--- config.mk ---
export PLATFORM = sky130hd
export DESIGN_NAME = countdown_timer
export DESIGN_NICKNAME = d
export VERILOG_FILES = /design/src/rtl/countdown_pkg.sv /design/src/rtl/bcd_down_digit.sv /design/src/rtl/countdown_timer.sv
export SDC_FILE = /design/constraint.sdc
export NUM_CORES = 1
export LEC_CHECK = 0
export CAP_MARGIN = 30
export CORE_MARGIN = 1.5
export CORE_UTILIZATION = 46
export CTS_CLUSTER_DIAMETER = 150
export DETAILED_ROUTE_END_ITERATION = 10
export GPL_TIMING_DRIVEN = 0
export PLACE_DENSITY = 0.87
export SYNTH_ARGS = -nofsm -noshare
export SYNTH_HDL_FRONTEND = slang
export SYNTH_SLANG_ARGS = --single-unit
--- constraint.sdc ---
create_clock -name clock -period 2.9 [get_ports clock]
set_clock_uncertainty 0.2 [all_clocks]
set_input_delay 0.87 -clock clock [delete_from_list [all_inputs] [get_ports clock]]
set_output_delay 0.87 -clock clock [all_outputs]
set_load 0.02 [all_outputs]
--- src/rtl/countdown_pkg.sv ---
// Shared types and helpers for the MM:SS BCD countdown timer.
package countdown_pkg;

  typedef enum logic [1:0] {
    IDLE,
    RUNNING,
    PAUSED,
    EXPIRED
  } state_t;

  typedef logic [3:0] bcd_t;

  typedef struct packed {
    bcd_t min_tens;
    bcd_t min_ones;
    bcd_t sec_tens;
    bcd_t sec_ones;
  } mmss_t;

  localparam bcd_t SEC_TENS_MAX = 4'd5;
  localparam bcd_t DIGIT_MAX    = 4'd9;

  // A load value is legal when every digit fits its own position's range.
  function automatic logic load_is_legal(input mmss_t v, input bcd_t min_tens_max);
    return (v.min_tens <= min_tens_max) && (v.min_ones <= DIGIT_MAX) &&
           (v.sec_tens <= SEC_TENS_MAX) && (v.sec_ones <= DIGIT_MAX);
  endfunction

endpackage

--- src/rtl/bcd_down_digit.sv ---
// One BCD down-counting digit; wraps 0 -> MODULUS_MAX and raises a borrow.
module bcd_down_digit
  import countdown_pkg::*;
#(
  parameter int unsigned MODULUS_MAX = 9
) (
  input  logic clock,
  input  logic reset,
  input  logic load_en,
  input  bcd_t load_value,
  input  logic dec_en,
  output bcd_t digit,
  output logic borrow_out
);

  localparam bcd_t DigitTop = bcd_t'(MODULUS_MAX);

  bcd_t digit_q, digit_d;

  // Next digit: a load overrides, otherwise count down with wrap to the top value.
  always_comb begin
    digit_d = digit_q;
    if (load_en) begin
      digit_d = load_value;
    end else if (dec_en) begin
      digit_d = (digit_q == 4'd0) ? DigitTop : digit_q - 4'd1;
    end
  end

  // Digit register.
  always_ff @(posedge clock or negedge reset) begin
    if (!reset) digit_q <= '0;
    else        digit_q <= digit_d;
  end

  assign digit      = digit_q;
  assign borrow_out = dec_en && (digit_q == 4'd0);

endmodule

--- src/rtl/countdown_timer.sv ---
// MM:SS BCD countdown timer: control FSM, reload register and a chain of four digits.
module countdown_timer
  import countdown_pkg::*;
#(
  parameter int unsigned AUTO_RELOAD  = 0,
  parameter int unsigned MAX_MIN_TENS = 9
) (
  input  logic        clock,
  input  logic        reset,
  input  logic        secondTick,
  input  logic        load,
  input  logic [15:0] loadValue,
  input  logic        start,
  input  logic        pause,
  input  logic        clear,
  output logic [15:0] digits,
  output logic        running,
  output logic        expired,
  output logic        expiredPulse,
  output logic        loadError
);

  localparam bcd_t MinTensMax = bcd_t'(MAX_MIN_TENS);

  state_t state_q, state_d;
  mmss_t  reload_q, reload_d;
  logic   pulse_q, pulse_d;
  logic   err_q, err_d;

  mmss_t  cur;
  mmss_t  dig_load_value;
  logic   dig_load;
  logic   dec;

  bcd_t   so, st, mo, mt;
  logic   borrow_so, borrow_st, borrow_mo, borrow_unused;

  logic   cur_zero, cur_one, reload_ok;

  assign cur       = '{min_tens: mt, min_ones: mo, sec_tens: st, sec_ones: so};
  assign cur_zero  = (cur == '0);
  assign cur_one   = (cur == 16'h0001);  // the only value whose decrement gives 00:00
  assign reload_ok = (AUTO_RELOAD != 0) && (reload_q != '0);

  // Request arbitration (clear > load > pause > start > tick) and next state.
  always_comb begin
    state_d        = state_q;
    reload_d       = reload_q;
    pulse_d        = 1'b0;
    err_d          = 1'b0;
    dig_load       = 1'b0;
    dig_load_value = '0;
    dec            = 1'b0;
    if (clear) begin
      state_d  = IDLE;
      dig_load = 1'b1;
    end else if (load) begin
      // A load while running is swallowed silently.
      if (state_q != RUNNING) begin
        if (load_is_legal(mmss_t'(loadValue), MinTensMax)) begin
          dig_load       = 1'b1;
          dig_load_value = mmss_t'(loadValue);
          reload_d       = mmss_t'(loadValue);
          if (state_q == EXPIRED) state_d = IDLE;
        end else begin
          err_d = 1'b1;
        end
      end
    end else if (pause) begin
      if (state_q == RUNNING) state_d = PAUSED;
    end else if (start) begin
      unique case (state_q)
        IDLE:    state_d = cur_zero ? EXPIRED : RUNNING;
        PAUSED:  state_d = RUNNING;
        default: state_d = state_q;
      endcase
    end else if (secondTick && (state_q == RUNNING) && !cur_zero) begin
      if (cur_one) begin
        pulse_d = 1'b1;
        if (reload_ok) begin
          dig_load       = 1'b1;
          dig_load_value = reload_q;
        end else begin
          dec     = 1'b1;
          state_d = EXPIRED;
        end
      end else begin
        dec = 1'b1;
      end
    end
  end

  // Control state, reload value and registered pulses.
  always_ff @(posedge clock or negedge reset) begin
    if (!reset) begin
      state_q  <= IDLE;
      reload_q <= '0;
      pulse_q  <= 1'b0;
      err_q    <= 1'b0;
    end else begin
      state_q  <= state_d;
      reload_q <= reload_d;
      pulse_q  <= pulse_d;
      err_q    <= err_d;
    end
  end

  bcd_down_digit #(.MODULUS_MAX(9)) u_sec_ones (
    .clock      (clock),
    .reset      (reset),
    .load_en    (dig_load),
    .load_value (dig_load_value.sec_ones),
    .dec_en     (dec),
    .digit      (so),
    .borrow_out (borrow_so)
  );

  bcd_down_digit #(.MODULUS_MAX(5)) u_sec_tens (
    .clock      (clock),
    .reset      (reset),
    .load_en    (dig_load),
    .load_value (dig_load_value.sec_tens),
    .dec_en     (borrow_so),
    .digit      (st),
    .borrow_out (borrow_st)
  );

  bcd_down_digit #(.MODULUS_MAX(9)) u_min_ones (
    .clock      (clock),
    .reset      (reset),
    .load_en    (dig_load),
    .load_value (dig_load_value.min_ones),
    .dec_en     (borrow_st),
    .digit      (mo),
    .borrow_out (borrow_mo)
  );

  // Decrement only happens on a nonzero count, so the top digit never borrows.
  bcd_down_digit #(.MODULUS_MAX(MAX_MIN_TENS)) u_min_tens (
    .clock      (clock),
    .reset      (reset),
    .load_en    (dig_load),
    .load_value (dig_load_value.min_tens),
    .dec_en     (borrow_mo),
    .digit      (mt),
    .borrow_out (borrow_unused)
  );

  assign digits       = cur;
  assign running      = (state_q == RUNNING);
  assign expired      = (state_q == EXPIRED);
  assign expiredPulse = pulse_q;
  assign loadError    = err_q;

endmodule

==> impl_results.rst, run 1 <==
.. list-table::
   :header-rows: 1

   * - Metric
     - Value
   * - Gr ovfl total
     - 0
   * - Complex-gate fraction of the synthesized area
     - 0.208
   * - Mean routed wirelength per cell
     - 16.5 µm
   * - Post-Place Worst Slack
     - -0.302 ns
   * - First-pass GRT wire length
     - 6200 µm
   * - Detailed placer's ending HPWL
     - between 2000 and 3000 µm
   * - Vias in the first global route
     - 1314
   * - Number of synthesized flops with an enable pin
     - 0
   * - Antenna-violating nets left
     - 0
   * - Pins over their slew limit
     - 0
   * - Total of hold buffers inserted after clock tree synthesis
     - 0
   * - Maximum clock rate
     - ~0.35 GHz
   * - CP required
     - 2.89 ns
   * - Post-layout net count
     - around 220
   * - Kind of critical path
     - in2reg
   * - P_int
     - 0.500 mW
   * - Worst slew slack as a fraction of its limit
     - 0.385
   * - Post-CTS resize count
     - 0
   * - Initial Util
     - 0.481
   * - Final hold slack
     - 0.444 ns
   * - Top cell type's share of synthesized area
     - 0.380
   * - Pin count of the biggest net entering global routing
     - 21
   * - Critical path arrival
     - 2.81 ns
   * - Number of buffer cells added on primary ports
     - between 40 and 50
   * - Final weighted congestion of routability-driven global placement
     - between 0.9 and 1
   * - DRC violation count after routing
     - 0
   * - FF+latch count, synth
     - 20
   * - Final Cycle Share
     - 0.972
   * - DRT met1 WL
     - 1670 µm
   * - Hold EP
     - u_sec_tens.digit[3]$_DFFE_PN0P_
   * - Slew at the pin with the worst max-slew slack
     - around 0.9 ns
   * - Later-pin clock latency in the skew report
     - between 0.3 and 0.4 ns
   * - Fill cells
     - about 210
   * - Logic gate share of total power
     - 0.221
   * - Synthesized Nets
     - about 180
   * - Total Die Area
     - between 0.003 and 0.004 mm²
   * - Clock net sink count
     - 20
   * - Min Clock Period, post-route
     - 2.82 ns
   * - Width of the die
     - around 56 µm
   * - Cell area reported after detailed placement
     - ~0.0018 mm²
   * - Cell leakage power
     - 0.718 nW
   * - Switching power of the nets
     - between 0.15 and 0.2 mW
   * - Dominant cell by count in the synthesized netlist
     - sky130_fd_sc_hd__nor2_1
   * - Crit-path max FO
     - 4
   * - Proportion of layout cells with a drive suffix above 1
     - 0.0905
   * - Count of endpoints failing setup in the final report
     - 0
   * - Post-CTS Setup Repair Bufs
     - 0
   * - Hold path startpoint
     - u_sec_tens.digit[3]$_DFFE_PN0P_
   * - Worst Setup Slack, final
     - ~0.082 ns
   * - Post-Syn Area per Cell
     - approximately 8.6 µm²
   * - Total vias in the final route
     - approximately 1400
   * - Startpoint of the worst register-to-register path
     - u_sec_tens.digit[1]$_DFFE_PN0P_
   * - CP max-delay cell
     - sky130_fd_sc_hd__or4_1
   * - # H-tree levels
     - 1
   * - Final core utilization
     - 0.678
   * - Register-to-Register Setup Slack
     - about 0.49 ns
   * - CP top delay family
     - simple AND/OR/NAND/NOR gates
   * - Part of the total power dissipated in sequential elements
     - 0.439
   * - Number of diodes added for antenna fixing
     - 0
   * - Number of instances in the synthesized netlist
     - 153
   * - Kind of start point of the critical path
     - primary input
   * - Status
     - finished, final reports clean
   * - I/O pins
     - 43
   * - Post-synth design cell area
     - ~0.0013 mm²
   * - Clock slew at reported path FFs
     - ~0.13 ns
   * - Max Cap Viol
     - 0
   * - Simple-gate share of the synthesized area
     - 0.345
   * - Floorplan core area
     - between 0.002 and 0.003 mm²
   * - Clock buffers created by TritonCTS
     - 3
   * - Fraction of power spent switching nets
     - 0.279
   * - Most instantiated flip-flop cell in the synthesis netlist
     - sky130_fd_sc_hd__dfrtp_1
   * - Multiplexer share of the synthesized area
     - 0.0228
   * - Cell chain of the critical path
     - clkdlybuf4s50_1 > or4_1 > nor3b_2 > nand2_1 > a211oi_1 > nor3_1
   * - Combinational family with the most area after synthesis
     - simple AND/OR/NAND/NOR gates
   * - Sum of met2 wire segment lengths after detailed routing
     - approximately 1800 µm
   * - Total routed wirelength
     - approximately 3800 µm
   * - Initial drt markers
     - between 80 and 90
   * - Fraction of power consumed by the clock network
     - 0.340
   * - Area added between synthesis and finish
     - 40.8%
   * - Final hold violation count
     - 0
   * - Highest ir drop seen on vdd
     - around 0.34 mV
   * - Type of element capturing the critical path
     - register
   * - Maximum single-stage delay on the critical path
     - 0.63 ns
   * - Clock buffer depth
     - 2
   * - Cell accounting for the most synthesized area
     - sky130_fd_sc_hd__dfrtp_1
   * - Async set-or-reset flop fraction in the synthesized netlist
     - 1.00
   * - GR Util All Layers
     - 0.242
   * - R2R cell count
     - 5
   * - Overall Power
     - slightly below 0.7 mW
   * - Synthesized-area fraction occupied by adder cells
     - 0
   * - Detailed-router iteration count before antenna repair
     - 5
   * - Post-layout instance area
     - ~0.0019 mm²
   * - Die Y
     - around 56 µm
   * - Portion of the post-synthesis area used by sequential elements
     - 0.380
   * - Synthesis Warnings
     - 0
   * - Power density over the cells
     - between 300 and 400 mW/mm²
   * - Post-synth top cells
     - sky130_fd_sc_hd__nor2_1, sky130_fd_sc_hd__dfrtp_1, sky130_fd_sc_hd__o21ai_0, sky130_fd_sc_hd__nor3_1
   * - Most area-consuming cells after synthesis
     - sky130_fd_sc_hd__dfrtp_1, sky130_fd_sc_hd__nor2_1, sky130_fd_sc_hd__a211oi_1
   * - Top Layer Used
     - met4
   * - Initial antenna violation count
     - 0
   * - Routed via count divided by cell count
     - 6.29
   * - Min-Delay Path Depth
     - 1
   * - Area occupied by multi-input gates
     - ~780 µm²
   * - Hold Crit Class
     - reg2reg
   * - CTS tree
     - done
   * - CTS root buf
     - sky130_fd_sc_hd__clkbuf_4
   * - Synth unique cells
     - 37
   * - Endpoint of the most critical register-to-register path
     - u_min_tens.digit[2]$_DFFE_PN0P_
   * - Flip-flop and latch area
     - around 500 µm²
   * - Worst Path Buf+Inv
     - 1
   * - Xor and xnor fraction of the mapped netlist area
     - 0
   * - Site Rows
     - 19
   * - Met3 wire length
     - between 200 and 250 µm
==> cell families (layout without fill, tap and decap cells) <==
logic type      after synthesis  in the layout
simple gates                 75             75
compound gates               42             42
mux                           3              3
flops                        20             20
buf+inv                      13             59
==> cells in the final DEF (no fill, tap or decap), types with 4 or more instances in the layout <==
master	instances
sky130_fd_sc_hd__a211oi_1	8
sky130_fd_sc_hd__a21oi_1	8
sky130_fd_sc_hd__a311oi_1	6
sky130_fd_sc_hd__clkbuf_1	5
sky130_fd_sc_hd__clkdlybuf4s50_1	41
sky130_fd_sc_hd__dfrtp_1	20
sky130_fd_sc_hd__inv_1	4
sky130_fd_sc_hd__nand2_1	6
sky130_fd_sc_hd__nand3_1	4
sky130_fd_sc_hd__nor2_1	23
sky130_fd_sc_hd__nor3_1	9
sky130_fd_sc_hd__o21ai_0	11
sky130_fd_sc_hd__or4_1	8
==> stage by stage <==
| step | setup TNS (ns) | std cells |
|---|---|---|
| 2_1_floorplan | 0 | 153 |
| 3_3_place_gp | -2.83 | 226 |
| 6_report | 0 | 230 |
| 4_1_cts | 0 | 230 |
| 3_5_place_dp | -3.10 | 226 |
| 5_1_grt | -0.0324 | 230 |
==> state kept, by name, summed over array words and instances, names as in the netlist <==
signal and count:
u_sec_tens.digit 4, u_sec_ones.digit 4, state_q 2, u_min_tens.digit 4
loadError 1, expiredPulse 1, u_min_ones.digit 4
==> layout make-up <==
cell class | instances | share of cell area
inverter | 4 | 0.00810
clock buffer | 3 | 0.0122
multi-input combinational | 120 | 0.420
sequential | 20 | 0.270
tap | 31 | 0.0209
timing repair buffer | 42 | 0.228
clock inverter | 1 | 0.0162
buffer | 9 | 0.0243
==> how the worst max path moves through the flow <==
stage	startpoint	end	cells after the start
after floorplan	load	u_min_tens.digit[0]$_DFFE_PN0P_	5
after global placement	pause	u_min_tens.digit[0]$_DFFE_PN0P_	6
after detailed placement	pause	u_min_tens.digit[0]$_DFFE_PN0P_	6
after CTS	pause	u_min_tens.digit[0]$_DFFE_PN0P_	6
after global routing	start	u_min_tens.digit[0]$_DFFE_PN0P_	6
final	load	u_min_tens.digit[0]$_DFFE_PN0P_	6
==> power by group through the flow <==
stage	logic (mW)	registers [mW]	clock network [mW]
floorplan	0.0662	0.315	0
global placement	0.148	0.308	0
global route	0.165	0.307	0.247
finish	0.153	0.305	0.236
detailed placement	0.150	0.309	0
CTS	0.151	0.304	0.237
==> per-layer routing <==
| layer | vias to the layer above | GRT usage |
|---|---|---|
| li1 | 684 | - |
| met3 | 6 | 0.0276 |
| met1 | 685 | 0.334 |
| met2 | 72 | 0.380 |
| met5 | - | 0 |
| met4 | 0 | 0.105 |
No activity file was read; power rests on OpenSTA's default activity.
==> run 2: changes to the inputs <==
--- a/config.mk
+++ b/config.mk
@@ -6,12 +6,14 @@
 export NUM_CORES = 1
 export LEC_CHECK = 0
 export CAP_MARGIN = 30
+export CORE_ASPECT_RATIO = 0.7
 export CORE_MARGIN = 1.5
 export CORE_UTILIZATION = 46
 export CTS_CLUSTER_DIAMETER = 150
 export DETAILED_ROUTE_END_ITERATION = 10
 export GPL_TIMING_DRIVEN = 0
 export PLACE_DENSITY = 0.87
+export RECOVER_POWER = 100
 export SYNTH_ARGS = -nofsm -noshare
 export SYNTH_HDL_FRONTEND = slang
 export SYNTH_SLANG_ARGS = --single-unit
==> run 2 against run 1 <==
  * Sequential share of layout area down 0.50 points
  * Clock power down 19%
  * Via count up 3.2%
  * Sequential power about the same
  * Setup slack worse by 0.040 ns
  * Non-clock buffer count up 3
  * Register-to-register slack better by 0.09 ns
  * Largest cell class unchanged
==> impl_results.rst, run 2 (synthesis results as in run 1) <==
.. list-table::
   :header-rows: 1

   * - Metric
     - Value
   * - Status
     - finished, final reports clean
   * - Min Clock Period, post-route
     - 2.86 ns
   * - Die Y
     - between 40 and 50 µm
   * - Gr ovfl total
     - 0
   * - CTS root buf
     - sky130_fd_sc_hd__clkbuf_8
   * - Worst Setup Slack, final
     - roughly 0.042 ns
   * - Hold Crit Class
     - reg2reg
   * - Hold path startpoint
     - u_min_tens.digit[3]$_DFFE_PN0P_
   * - Area occupied by multi-input gates
     - 791 µm²
   * - Number of diodes added for antenna fixing
     - 0
   * - Power density over the cells
     - 344 mW/mm²
   * - Most common cell after layout, fill and taps aside
     - sky130_fd_sc_hd__nor2_1
   * - Cell leakage power
     - a little over 0.8 nW
   * - Final hold violation count
     - 0
   * - Highest-count cells in the layout ignoring fill and taps
     - sky130_fd_sc_hd__nor2_1, sky130_fd_sc_hd__dfrtp_1, sky130_fd_sc_hd__dlygate4sd3_1
   * - Clock net sink count
     - 20
   * - Width of the die
     - approximately 67 µm
   * - Later-pin clock latency in the skew report
     - roughly 0.27 ns
   * - Kind of start point of the critical path
     - primary input
   * - Slew at the pin with the worst max-slew slack
     - roughly 0.97 ns
   * - Pin count of the biggest net entering global routing
     - 21
   * - Site Rows
     - 16
   * - Maximum clock rate
     - roughly 0.35 GHz
   * - Initial drt markers
     - about 160
   * - Pins over their slew limit
     - 0
   * - Vias in the first global route
     - 1372
   * - Clock slew at reported path FFs
     - about 0.07 ns
   * - Initial antenna violation count
     - 0
   * - CTS tree
     - done
   * - Proportion of layout cells with a drive suffix above 1
     - 0.114
   * - Antenna-violating nets left
     - 0
   * - Endpoint of the most critical register-to-register path
     - u_min_tens.digit[2]$_DFFE_PN0P_
   * - Hold EP
     - u_min_tens.digit[3]$_DFFE_PN0P_
   * - Type of element capturing the critical path
     - register
   * - Final Cycle Share
     - 0.985
   * - Detailed-router iteration count before antenna repair
     - 5
   * - Min-Delay Path Depth
     - 2
   * - Routed via count divided by cell count
     - 6.30
   * - Mean routed wirelength per cell
     - ~17 µm
   * - Total Die Area
     - 0.00320 mm²
   * - Post-Place Worst Slack
     - -0.388 ns
   * - R2R cell count
     - 5
   * - Detailed placer's ending HPWL
     - 2830 µm
   * - Total routed wirelength
     - about 4000 µm
   * - Clock buffers created by TritonCTS
     - 3
   * - Kind of critical path
     - in2reg
   * - Critical path arrival
     - ~2.8 ns
   * - Register-to-Register Setup Slack
     - about 0.58 ns
   * - Count of endpoints failing setup in the final report
     - 0
   * - # H-tree levels
     - 1
   * - Worst slew slack as a fraction of its limit
     - 0.351
   * - Flip-flop and latch area
     - between 500 and 600 µm²
   * - Post-layout net count
     - between 200 and 250
   * - I/O pins
     - 43
   * - Final weighted congestion of routability-driven global placement
     - approximately 0.86
   * - Total of hold buffers inserted after clock tree synthesis
     - 0
   * - Highest ir drop seen on vdd
     - ~0.34 mV
   * - Initial Util
     - 0.476
   * - Startpoint of the worst register-to-register path
     - u_sec_tens.digit[0]$_DFFE_PN0P_
   * - DRC violation count after routing
     - 0
   * - Crit-path max FO
     - 10
   * - Number of buffer cells added on primary ports
     - between 40 and 50
   * - Clock buffer depth
     - 2
   * - Area added between synthesis and finish
     - 43.4%
   * - Final core utilization
     - 0.683
   * - CP required
     - 2.87 ns
   * - Total vias in the final route
     - ~1500
   * - Max Cap Viol
     - 0
   * - GR Util All Layers
     - 0.280
   * - First-pass GRT wire length
     - 6380 µm
   * - Overall Power
     - between 0.6 and 0.7 mW
   * - Fill cells
     - 209
   * - Floorplan core area
     - 0.00276 mm²
-- run 2: final cells by class --
type / instances / share of cell area
multi-input cells: 120 / 0.419
flip-flops and latches: 20 / 0.265
inverters: 4 / 0.00795
plain buffers: 9 / 0.0239
clock buffers: 3 / 0.0219
repair buffers: 45 / 0.239
well taps: 36 / 0.0239
-- run 2: worst max path at each step --
stage,start,to,slack [ns],cells past startpoint
floorplan,load,u_min_tens.digit[0]$_DFFE_PN0P_,0.43,5
global placement,pause,u_min_tens.digit[0]$_DFFE_PN0P_,-0.30,6
detailed placement,pause,u_min_tens.digit[0]$_DFFE_PN0P_,-0.39,6
CTS,pause,u_min_tens.digit[2]$_DFFE_PN0P_,0.002,6
global route,loadValue[14],u_sec_ones.digit[1]$_DFFE_PN0P_,-0.03,7
finish,loadValue[1],u_sec_ones.digit[1]$_DFFE_PN0P_,0.04,7
-- run 2: critical path, stage by stage --
cell and delay, ns:
sky130_fd_sc_hd__clkdlybuf4s50_1 0.42, sky130_fd_sc_hd__o21ai_0 0.29, sky130_fd_sc_hd__and4_1 0.23, sky130_fd_sc_hd__clkbuf_1 0.21, sky130_fd_sc_hd__nand3b_1 0.24, sky130_fd_sc_hd__clkbuf_2 0.29, sky130_fd_sc_hd__a311oi_1 0.27
-- run 2: power by group --
group | internal, mW | switching, mW
clock network | 0.0930 | 0.0968
logic | 0.0704 | 0.0843
registers | 0.288 | 0.0166
-- run 2: per-stage QoR --
step / TNS (ns) / hold WS [ns] / area (µm²) / cells
2_1_floorplan: 0 / 0.374 / 1320 / 153
3_3_place_gp: -3.13 / 0.394 / 1780 / 231
3_5_place_dp: -4.18 / 0.406 / 1780 / 231
4_1_cts: 0 / 0.419 / 1840 / 234
5_1_grt: -0.0765 / 0.427 / 1890 / 237
6_report: 0 / 0.413 / 1890 / 237
-- run 2: layer usage --
| metal | vias to the layer above | routed length [µm] | part of all wire | global-route usage |
|---|---|---|---|---|
| li1 | 685 | - | - | - |
| met2 | 92 | 1890 | 0.46 | 0.464 |
| met3 | 6 | 354 | 0.087 | 0.0753 |
| met5 | - | 0 | 0 | 0 |
| met4 | 0 | 41 | 0.010 | 0.0980 |
| met1 | 710 | 1780 | 0.44 | 0.363 |
-- run 2: what timing repair did --
action,in CTS,in global routing
buffers inserted,0,3
pin swaps,0,2
setup endpoints to repair,6,15
gates resized for setup,5,7
gates cloned,0,0
